`config.mk`:
```
export PLATFORM = sky130hd
export DESIGN_NAME = mem_access_stage
export DESIGN_NICKNAME = d
export VERILOG_FILES = /design/src/rtl/mem_access_stage.sv
export SDC_FILE = /design/constraint.sdc
export NUM_CORES = 1
export LEC_CHECK = 0
export ABC_CLOCK_PERIOD_IN_PS = 5240
export BUFFER_PORTS_ARGS = -buffer_cell sky130_fd_sc_hd__buf_4
export CAP_MARGIN = 20
export CORE_ASPECT_RATIO = 1.75
export CORE_MARGIN = 2
export CORE_UTILIZATION = 40
export DETAILED_ROUTE_END_ITERATION = 12
export PLACE_DENSITY = 0.66
export SYNTH_ARGS = -nofsm -noshare
export SYNTH_HDL_FRONTEND = slang
export SYNTH_SLANG_ARGS = --single-unit
```
`constraint.sdc`:
```
create_clock -name clk -period 5.24 [get_ports clk]
set_input_delay 0.262 -clock clk [delete_from_list [all_inputs] [get_ports clk]]
set_output_delay 0.262 -clock clk [all_outputs]
set_load 0.005 [all_outputs]
```
`src/rtl/mem_access_stage.sv`:
```
// Memory-access stage: byte/half/word loads and stores over a valid/ready
// data-memory port, with fault and timeout reporting toward write-back.
//
// Ports:
//   clk, reset            rising-edge clock, async active-high reset
//   ex_valid, ALUResult,  instruction from execute (address / pass value,
//   WriteData, MemRead,   store data, op type, access size)
//   MemWrite, funct3
//   stall                 hold upstream while a transfer is pending
//   mem_req/we/addr/      registered request to data memory
//   wdata/wstrb
//   mem_ready, mem_rdata  memory handshake and read data
//   result_valid,         one-cycle result pulse with registered
//   ALUResultOut,         pass-through value, extended load data,
//   ReadData, fault,      and fault / timeout flags
//   timeout_err
module mem_access_stage #(
    parameter int TIMEOUT = 64
) (
    input  logic        clk,
    input  logic        reset,
    input  logic        ex_valid,
    input  logic [31:0] ALUResult,
    input  logic [31:0] WriteData,
    input  logic        MemRead,
    input  logic        MemWrite,
    input  logic [2:0]  funct3,
    output logic        stall,
    output logic        mem_req,
    output logic        mem_we,
    output logic [31:0] mem_addr,
    output logic [31:0] mem_wdata,
    output logic [3:0]  mem_wstrb,
    input  logic        mem_ready,
    input  logic [31:0] mem_rdata,
    output logic        result_valid,
    output logic [31:0] ALUResultOut,
    output logic [31:0] ReadData,
    output logic        fault,
    output logic        timeout_err
);

    typedef enum logic [1:0] {IDLE, BUSY, DONE} state_t;

    localparam logic [7:0] LP_LAST = 8'(TIMEOUT - 1);

    state_t      r_state, w_next;
    logic [7:0]  r_cnt;
    logic [2:0]  r_funct3;
    logic [1:0]  r_off;
    logic [31:0] r_addr;

    logic        w_mem_op, w_legal, w_aligned;
    logic        w_start, w_fault, w_pass, w_done_ok, w_timeout;
    logic [31:0] w_wdata, w_load;
    logic [3:0]  w_wstrb;
    logic [7:0]  w_byte;
    logic [15:0] w_half;

    assign w_mem_op = ex_valid & (MemRead | MemWrite);

    // Legality, alignment and store lane formatting from the live inputs
    always_comb begin
        w_legal   = 1'b0;
        w_aligned = 1'b1;
        w_wdata   = 32'h0;
        w_wstrb   = 4'h0;
        if (MemWrite)
            w_legal = (funct3 <= 3'b010);
        else
            w_legal = (funct3 != 3'b011) && (funct3[2:1] != 2'b11);
        case (funct3[1:0])
            2'b01:   w_aligned = ~ALUResult[0];
            2'b10:   w_aligned = (ALUResult[1:0] == 2'b00);
            default: w_aligned = 1'b1;
        endcase
        if (MemWrite) begin
            case (funct3[1:0])
                2'b00: begin
                    w_wdata = {4{WriteData[7:0]}};
                    w_wstrb = 4'b0001 << ALUResult[1:0];
                end
                2'b01: begin
                    w_wdata = {2{WriteData[15:0]}};
                    w_wstrb = 4'b0011 << ALUResult[1:0];
                end
                default: begin
                    w_wdata = WriteData;
                    w_wstrb = 4'b1111;
                end
            endcase
        end
    end

    // Lane selection and extension of returned load data
    always_comb begin
        case (r_off)
            2'd0:    w_byte = mem_rdata[7:0];
            2'd1:    w_byte = mem_rdata[15:8];
            2'd2:    w_byte = mem_rdata[23:16];
            default: w_byte = mem_rdata[31:24];
        endcase
        w_half = r_off[1] ? mem_rdata[31:16] : mem_rdata[15:0];
        case (r_funct3)
            3'b000:  w_load = {{24{w_byte[7]}}, w_byte};
            3'b001:  w_load = {{16{w_half[15]}}, w_half};
            3'b100:  w_load = {24'h0, w_byte};
            3'b101:  w_load = {16'h0, w_half};
            default: w_load = mem_rdata;
        endcase
    end

    always_ff @(posedge clk or posedge reset) begin
        if (reset)
            r_state <= IDLE;
        else
            r_state <= w_next;
    end

    always_comb begin
        w_next    = r_state;
        w_start   = 1'b0;
        w_fault   = 1'b0;
        w_pass    = 1'b0;
        w_done_ok = 1'b0;
        w_timeout = 1'b0;
        unique case (r_state)
            IDLE: begin
                if (w_mem_op) begin
                    if (w_legal && w_aligned) begin
                        w_start = 1'b1;
                        w_next  = BUSY;
                    end else begin
                        w_fault = 1'b1;
                        w_next  = DONE;
                    end
                end else if (ex_valid) begin
                    w_pass = 1'b1;
                end
            end
            BUSY: begin
                if (mem_ready) begin
                    w_done_ok = 1'b1;
                    w_next    = DONE;
                end else if (r_cnt == LP_LAST) begin
                    w_timeout = 1'b1;
                    w_next    = DONE;
                end
            end
            DONE:    w_next = IDLE;
            default: w_next = IDLE;
        endcase
    end

    assign stall = ((r_state == IDLE) & w_mem_op) | (r_state == BUSY);

    always_ff @(posedge clk or posedge reset) begin
        if (reset) begin
            r_cnt        <= 8'h0;
            r_funct3     <= 3'h0;
            r_off        <= 2'h0;
            r_addr       <= 32'h0;
            mem_req      <= 1'b0;
            mem_we       <= 1'b0;
            mem_addr     <= 32'h0;
            mem_wdata    <= 32'h0;
            mem_wstrb    <= 4'h0;
            result_valid <= 1'b0;
            ALUResultOut <= 32'h0;
            ReadData     <= 32'h0;
            fault        <= 1'b0;
            timeout_err  <= 1'b0;
        end else begin
            result_valid <= 1'b0;
            fault        <= 1'b0;
            timeout_err  <= 1'b0;
            if (w_start)
                r_cnt <= 8'h0;
            else if (r_state == BUSY)
                r_cnt <= r_cnt + 8'h1;
            if (w_start) begin
                mem_req   <= 1'b1;
                mem_we    <= MemWrite;
                mem_addr  <= {ALUResult[31:2], 2'b00};
                mem_wdata <= w_wdata;
                mem_wstrb <= w_wstrb;
                r_funct3  <= funct3;
                r_off     <= ALUResult[1:0];
                r_addr    <= ALUResult;
            end
            if (w_pass || w_fault) begin
                result_valid <= 1'b1;
                fault        <= w_fault;
                ALUResultOut <= ALUResult;
                ReadData     <= 32'h0;
            end
            if (w_done_ok || w_timeout) begin
                mem_req      <= 1'b0;
                result_valid <= 1'b1;
                timeout_err  <= w_timeout;
                ALUResultOut <= r_addr;
                // Stores and aborted transfers return no data
                ReadData     <= (w_done_ok && !mem_we) ? w_load : 32'h0;
            end
        end
    end

endmodule
```
==> results of run 1 <==
metal layers:
layer  track usage [%]  wire length [um]  share of wire (%)
met1             25.40              8315                 38
met2             40.61             11980                 54
met3             4.880              1195                5.4
met4             8.260               531                2.4
met5                 0                 0                  0
metrics by stage:
stage,instances,hold WS [ns]
4_1_cts,1177,0.03195
3_3_place_gp,1145,0.4641
5_1_grt,1178,0.04297
2_1_floorplan,757,0.3323
6_report,1178,0.006603
3_5_place_dp,1145,0.4669
report_power, final:
group          switching (W)  internal [W]  total (W)
Clock               0.000550      0.000675    0.00123
Sequential          0.000300       0.00153    0.00183
Combinational       0.000677      0.000773    0.00145
Total                0.00153       0.00298    0.00451
placed cells by master (no fill, tap or decap), drive strengths merged, types with 6 or more instances in the layout:
cell,count
clkbuf,17
a31oi,33
a21oi,41
inv,18
o2bb2ai,8
o31ai,18
and3,6
nand2,85
a32oi,7
o21ai,87
mux2,42
a22o,24
nor2b,8
nand2b,22
nor2,78
buf,246
dfrtp,150
logic make-up (layout without fill, tap and decap cells):
kind of cell / count (synthesis) / after routing
mux: 44 / 44
other cells: 1 / 2
xor+xnor: 7 / 7
buf+inv: 100 / 287
compound gates: 232 / 232
fa+ha+maj: 5 / 5
simple gates: 217 / 217
flops: 150 / 150
path summary, 6_finish.rpt:
check	to	slack, ns	cells past startpoint
min in group clk	r_addr[13]$_DFFE_PP0P_	0.05	2
hold reg to reg	mem_wdata[24]$_DFFE_PP0P_	0.48	2
max in group asynchronous	ALUResultOut[8]$_DFFE_PP0P_	3.91	3
setup / recovery	ReadData[23]$_DFFE_PP0P_	2.63	8
setup reg to reg	ReadData[23]$_DFFE_PP0P_	2.80	5
hold / removal	r_addr[14]$_DFFE_PP0P_	0.007	2
sequential cells by signal, summed over array words and instances (netlist names), 2 cells and up:
signal and flops:
ALUResultOut 32, ReadData 32, mem_wdata 32, r_addr 31, r_cnt 8, mem_wstrb 4, r_funct3 3, r_state 2
final cells by class:
type | instances | area (um^2) | share of cell area [%]
clock buffers | 17 | 425.4 | 4.396
well taps | 234 | 292.8 | 3.026
clock inverters | 15 | 158.9 | 1.642
flip-flops and latches | 150 | 3754 | 38.79
repair buffers | 246 | 1867 | 19.29
inverters | 9 | 38.79 | 0.4008
multi-input cells | 507 | 3141 | 32.45
worst max-delay path: stages:
cell      delay (ns)
buf_4           0.16
inv_1           0.12
ha_1            0.45
inv_1           0.11
a21oi_2         0.32
o211ai_4        0.41
a21oi_4         0.85
a22o_1          0.27
==> metrics.md, run 1 <==
| Metric | Value |
|---|---|
| Pwr/cell area | `465.7 mW/mm^2` |
| Layout Nets | `1041` |
| F_max | `0.3831 GHz` |
| Worst Max-Slew Pin Slew | `1.040 ns` |
| Kind of critical path | `in -> reg` |
| Count of cell types in the netlist | `51` |
| Critical path fanouts, max | `33` |
| Synth Area in Adders | `0.8433%` |
| Post-route cell area | `0.009677 mm^2` |
| I/O pin cnt | `243` |
| Routed len/inst | `18.69 um` |
| Die Y | `184.2 um` |
| Main area contributors after synthesis | `dfrtp_1 (51%), o21ai_0 (5.4%), mux2_1 (5.3%)` |
| Mux contribution to synthesized area | `6.814%` |
| Synth Instances | `756` |
| Fill count | `1726` |
| Data arrival, critical path | `2.97 ns` |
| Clock Path Buffers | `2` |
| Max-Cap Viols | `0` |
| Die width | `106.9 um` |
| Crit path required time | `5.60 ns` |
| All-Layer GR Usage | `22.36%` |
| Setup crit start kind | `primary input` |
| Final setup fails | `0` |
| DRC Markers | `0` |
| Fin util | `53.36%` |
| Cell area after synthesis | `0.007418 mm^2` |
| Final Slew Violations | `0` |
| Gpl congestion | `0.8709` |
| RSZ-0062 raised after global routing | `false` |
| Placed Area | `0.009065 mm^2` |
| Yosys top cell area share | `50.60%` |
| Setup TNS | `0 ns` |
| Final wirelength | `22020 um` |
| Crit Reg-Reg Startpoint | `r_state[1]$_DFFE_PP0P_` |
| Count leader, synth | `dfrtp_1` |
| Antenna violations before repair | `0` |
| Syn. warnings | `0` |
| Run status | `completed` |
| Crit share post-route | `49.82%` |
| Relative slew slack | `30.35%` |
| Post-synth top flop | `dfrtp_1` |
| Leakage | `4.597 nW` |
| CTS Hold Bufs | `0` |
| Synth Area in XOR/XNOR | `0.8264%` |
| Worst Setup SP | `funct3[1]` |
| Final hold viol count | `0` |
| Peak VDD IR | `0.1851 mV` |
| Number of global-route vias before repair | `6355` |
| Detailed-route via count | `6324` |
| Clock transition at the registers of the reported paths | `0.07 ns` |
| Initial Utilization | `40.90%` |
| Fraction of registers with async set or reset after synthesis | `100.0%` |
| TritonRoute pass-1 iters | `5` |
| Post-place setup slack | `2.165 ns` |
| Layout cell share with drive strength beyond 1 | `32.20%` |
| Min Tclk post-route | `2.610 ns` |
| Htree depth | `4` |
| Largest family of logic cells by synthesized area | `compound AO/OA/AOI/OAI gates` |
| Synth area leader | `dfrtp_1` |
| Synth-to-layout area growth | `30.44%` |
| Most frequent cells after synthesis | `dfrtp_1 (150), nand2_1 (85), o21ai_0 (80)` |
| Number of synthesized flops with an enable pin | `0` |
| Synth Register Bits | `150` |
| Clk_lat worst skew | `0.43 ns` |
| Antenna cells | `0` |
| Critical Path End Type | `flop` |
| Synthesized area per cell | `9.813 um^2` |
| DIE AREA | `0.01969 mm^2` |
| Iteration-0 DRC Markers | `313` |
| Clock sinks | `150` |
| Final Worst Setup Slack | `2.630 ns` |
| Largest net degree at the start of global routing | `92` |
| Post-route ant nets | `0` |
| Grt total ovfl | `0` |
| Overall Power | `0.004507 W` |
| CORE AREA | `0.01814 mm^2` |
| Hold WC Path Type | `in -> async` |
| Skew final | `0.01103 ns` |
| Via density | `5.368` |
| Sequential-to-total area share from yosys stat | `50.60%` |
| CTS tree | `built` |
| FP Rows | `65` |
| Simple-gate share of the synthesized area | `13.31%` |
| Clk root buf | `clkbuf_16` |
| Post-CTS Setup Inserts | `0` |
| First-pass GRT wire length | `33930 um` |
| Post-DP HPWL | `15770 um` |
| Compound-cell area share of the yosys netlist | `20.00%` |
| CTS resizes | `0` |
| Port bufs | `240` |
| CTS buffer count | `17` |
Note: power is estimated with default switching activity, not from simulation.
==> run 2: changes to the inputs <==
--- a/config.mk
+++ b/config.mk
@@ -5,14 +5,14 @@
 export SDC_FILE = /design/constraint.sdc
 export NUM_CORES = 1
 export LEC_CHECK = 0
-export ABC_CLOCK_PERIOD_IN_PS = 5240
+export ABC_CLOCK_PERIOD_IN_PS = 2400
 export BUFFER_PORTS_ARGS = -buffer_cell sky130_fd_sc_hd__buf_4
 export CAP_MARGIN = 20
 export CORE_ASPECT_RATIO = 1.75
 export CORE_MARGIN = 2
 export CORE_UTILIZATION = 40
 export DETAILED_ROUTE_END_ITERATION = 12
-export PLACE_DENSITY = 0.66
+export PLACE_DENSITY = 0.68
 export SYNTH_ARGS = -nofsm -noshare
 export SYNTH_HDL_FRONTEND = slang
 export SYNTH_SLANG_ARGS = --single-unit
==> constraint.sdc (replaced) <==
create_clock -name clk -period 2.4 [get_ports clk]
set_input_delay 0.12 -clock clk [delete_from_list [all_inputs] [get_ports clk]]
set_output_delay 0.12 -clock clk [all_outputs]
set_load 0.005 [all_outputs]
==> metrics.md, run 2 (synthesized netlist as in run 1, its figures left out) <==
| Metric | Value |
|---|---|
| Antenna cells | `0` |
| Worst r2r dst | `ReadData[10]$_DFFE_PP0P_` |
| F_max | `0.5060 GHz` |
| DRC Markers | `0` |
| Layout Nets | `1110` |
| CORE AREA | `0.01814 mm^2` |
| First-pass GRT wire length | `35080 um` |
| Post-DP HPWL | `15400 um` |
| Post-placement cell count | `1160` |
| Port bufs | `240` |
| FP Rows | `65` |
| Worst Setup EP | `ReadData[10]$_DFFE_PP0P_` |
| Number of global-route vias before repair | `6713` |
| RSZ-0062 raised after global routing | `false` |
| Final setup fails | `0` |
| Iteration-0 DRC Markers | `315` |
| Reg power frac | `39.6%` |
| Clock Path Buffers | `2` |
| CTS resizes | `0` |
| Most common cell after layout, fill and taps aside | `buf_4` |
| Clock sinks | `150` |
| Die width | `106.9 um` |
| Setup TNS | `0 ns` |
| Htree depth | `4` |
| CTS buffer count | `17` |
| Overall Power | `0.01005 W` |
| Kind of critical path | `reg -> reg` |
| Worst Setup SP | `r_cnt[0]$_DFFE_PP0P_` |
| Peak VDD IR | `0.6245 mV` |
| Detailed-route via count | `6509` |
| Crit Reg-Reg Startpoint | `r_cnt[0]$_DFFE_PP0P_` |
| Clk root buf | `clkbuf_16` |
| Synth-to-layout area growth | `40.34%` |
| Clk_lat worst skew | `0.42 ns` |
| Placed Area | `0.009251 mm^2` |
| Most frequent cells in the layout | `buf_4 (254), dfrtp_1 (150), nand2_1 (85)` |
| Final wirelength | `22200 um` |
| Max-Cap Viols | `0` |
| Final hold viol count | `0` |
| DIE AREA | `0.01969 mm^2` |
| Grt total ovfl | `0` |
| Critical Path End Type | `flop` |
| Hold WC Path Type | `in -> reg` |
| Pwr/cell area | `965.5 mW/mm^2` |
| Crit path required time | `2.70 ns` |
| Skew final | `0.006411 ns` |
| Initial Utilization | `40.90%` |
| Data arrival, critical path | `2.28 ns` |
| Logic pwr share | `33.0%` |
| Crit share post-route | `82.34%` |
| Gpl congestion | `0.8961` |
| Antenna violations before repair | `0` |
| Post-route ant nets | `0` |
| Worst Max-Slew Pin Slew | `0.8080 ns` |
| Final Slew Violations | `0` |
| Clk pwr share | `27.4%` |
| Post-route cell area | `0.01041 mm^2` |
| Layout cell share with drive strength beyond 1 | `31.13%` |
| Die Y | `184.2 um` |
| Top Registers | `ALUResultOut: 32 flops, ReadData: 32 flops, mem_wdata: 32 flops` |
| Relative slew slack | `46.13%` |
| CTS tree | `built` |
| Setup crit start kind | `flop` |
| Leakage | `4.929 nW` |
| Fin cells | `1246` |
| Run status | `completed` |
| Via density | `5.224` |
| Worst reg2reg path depth | `7` |
| Largest net degree at the start of global routing | `151` |
| Switch share | `31.54%` |
| Net load switching power | `0.003171 W` |
| Min Tclk post-route | `1.976 ns` |
| TritonRoute pass-1 iters | `4` |
| All-Layer GR Usage | `22.92%` |
| Internal power | `0.006882 W` |
| Clock transition at the registers of the reported paths | `0.06 ns` |
| I/O pin cnt | `243` |
| Critical path fanouts, max | `33` |
| R2R Setup Slk | `0.42 ns` |
| Routed len/inst | `17.82 um` |
## run 2: worst max-delay path, cell delays in order, from the launching register on
cell and delay [ns]:
dfrtp_1 0.39, ha_1 0.21, nand2_1 0.12, nor4_4 0.29, o21a_1 0.26, a21oi_4 0.05, buf_12 0.18, a221o_1 0.34
## run 2: per-layer routing
| layer | up-vias | wire (um) | GRT usage [%] |
|---|---|---|---|
| met5 | - | 0 | 0 |
| met4 | 0 | 841 | 11.22 |
| met3 | 52 | 1066 | 5.127 |
| met2 | 203 | 12030 | 41.20 |
| met1 | 3146 | 8262 | 25.14 |
| li1 | 3108 | - | - |
## run 2: how the worst min path moves through the flow
stage	cells after the start	end	start	slack (ns)
3_5_place_dp	2	r_addr[3]$_DFFE_PP0P_	ALUResult[3]	0.35
3_3_place_gp	2	r_addr[3]$_DFFE_PP0P_	ALUResult[3]	0.35
5_1_grt	3	mem_wdata[9]$_DFFE_PP0P_	WriteData[9]	0.01
6_report	3	ReadData[3]$_DFFE_PP0P_	mem_rdata[3]	0.01
4_1_cts	3	ReadData[22]$_DFFE_PP0P_	mem_rdata[22]	0.003
2_1_floorplan	1	timeout_err$_DFF_PP0_	mem_ready	0.19
## run 2: final cells by class
class	instances	area (um^2)
fill	1605	7725
timing repair buffer	315	2577
multi-input combinational	507	3141
inverter	9	37.54
clock inverter	8	121.4
clock buffer	23	488.0
tap	234	292.8
sequential	150	3754
## run 2: power by group through the flow
stage / Combinational, W / Clock [W] / Sequential [W]
after floorplan: 0.00184 / 0 / 0.00386
after global placement: 0.00321 / 0 / 0.00400
after detailed placement: 0.00327 / 0 / 0.00402
after CTS: 0.00335 / 0.00282 / 0.00398
after global routing: 0.00366 / 0.00292 / 0.00409
final: 0.00332 / 0.00275 / 0.00398
## run 2: metrics by stage
stage / setup slack [ns] / hold WS (ns) / util (%)
5_1_grt: 0.2832 / 0.01289 / 57.41
4_1_cts: 0.4166 / 0.003393 / 57.41
3_3_place_gp: 0.4414 / 0.3458 / 51.01
2_1_floorplan: 0.3910 / 0.1903 / -
3_5_place_dp: 0.4097 / 0.3474 / 51.01
6_report: 0.4239 / 0.01366 / 57.41
## run 2: what timing repair did
item,in CTS,in global routing
hold buffers,55,0
hold endpoints to repair,86,0
setup buffers,0,0
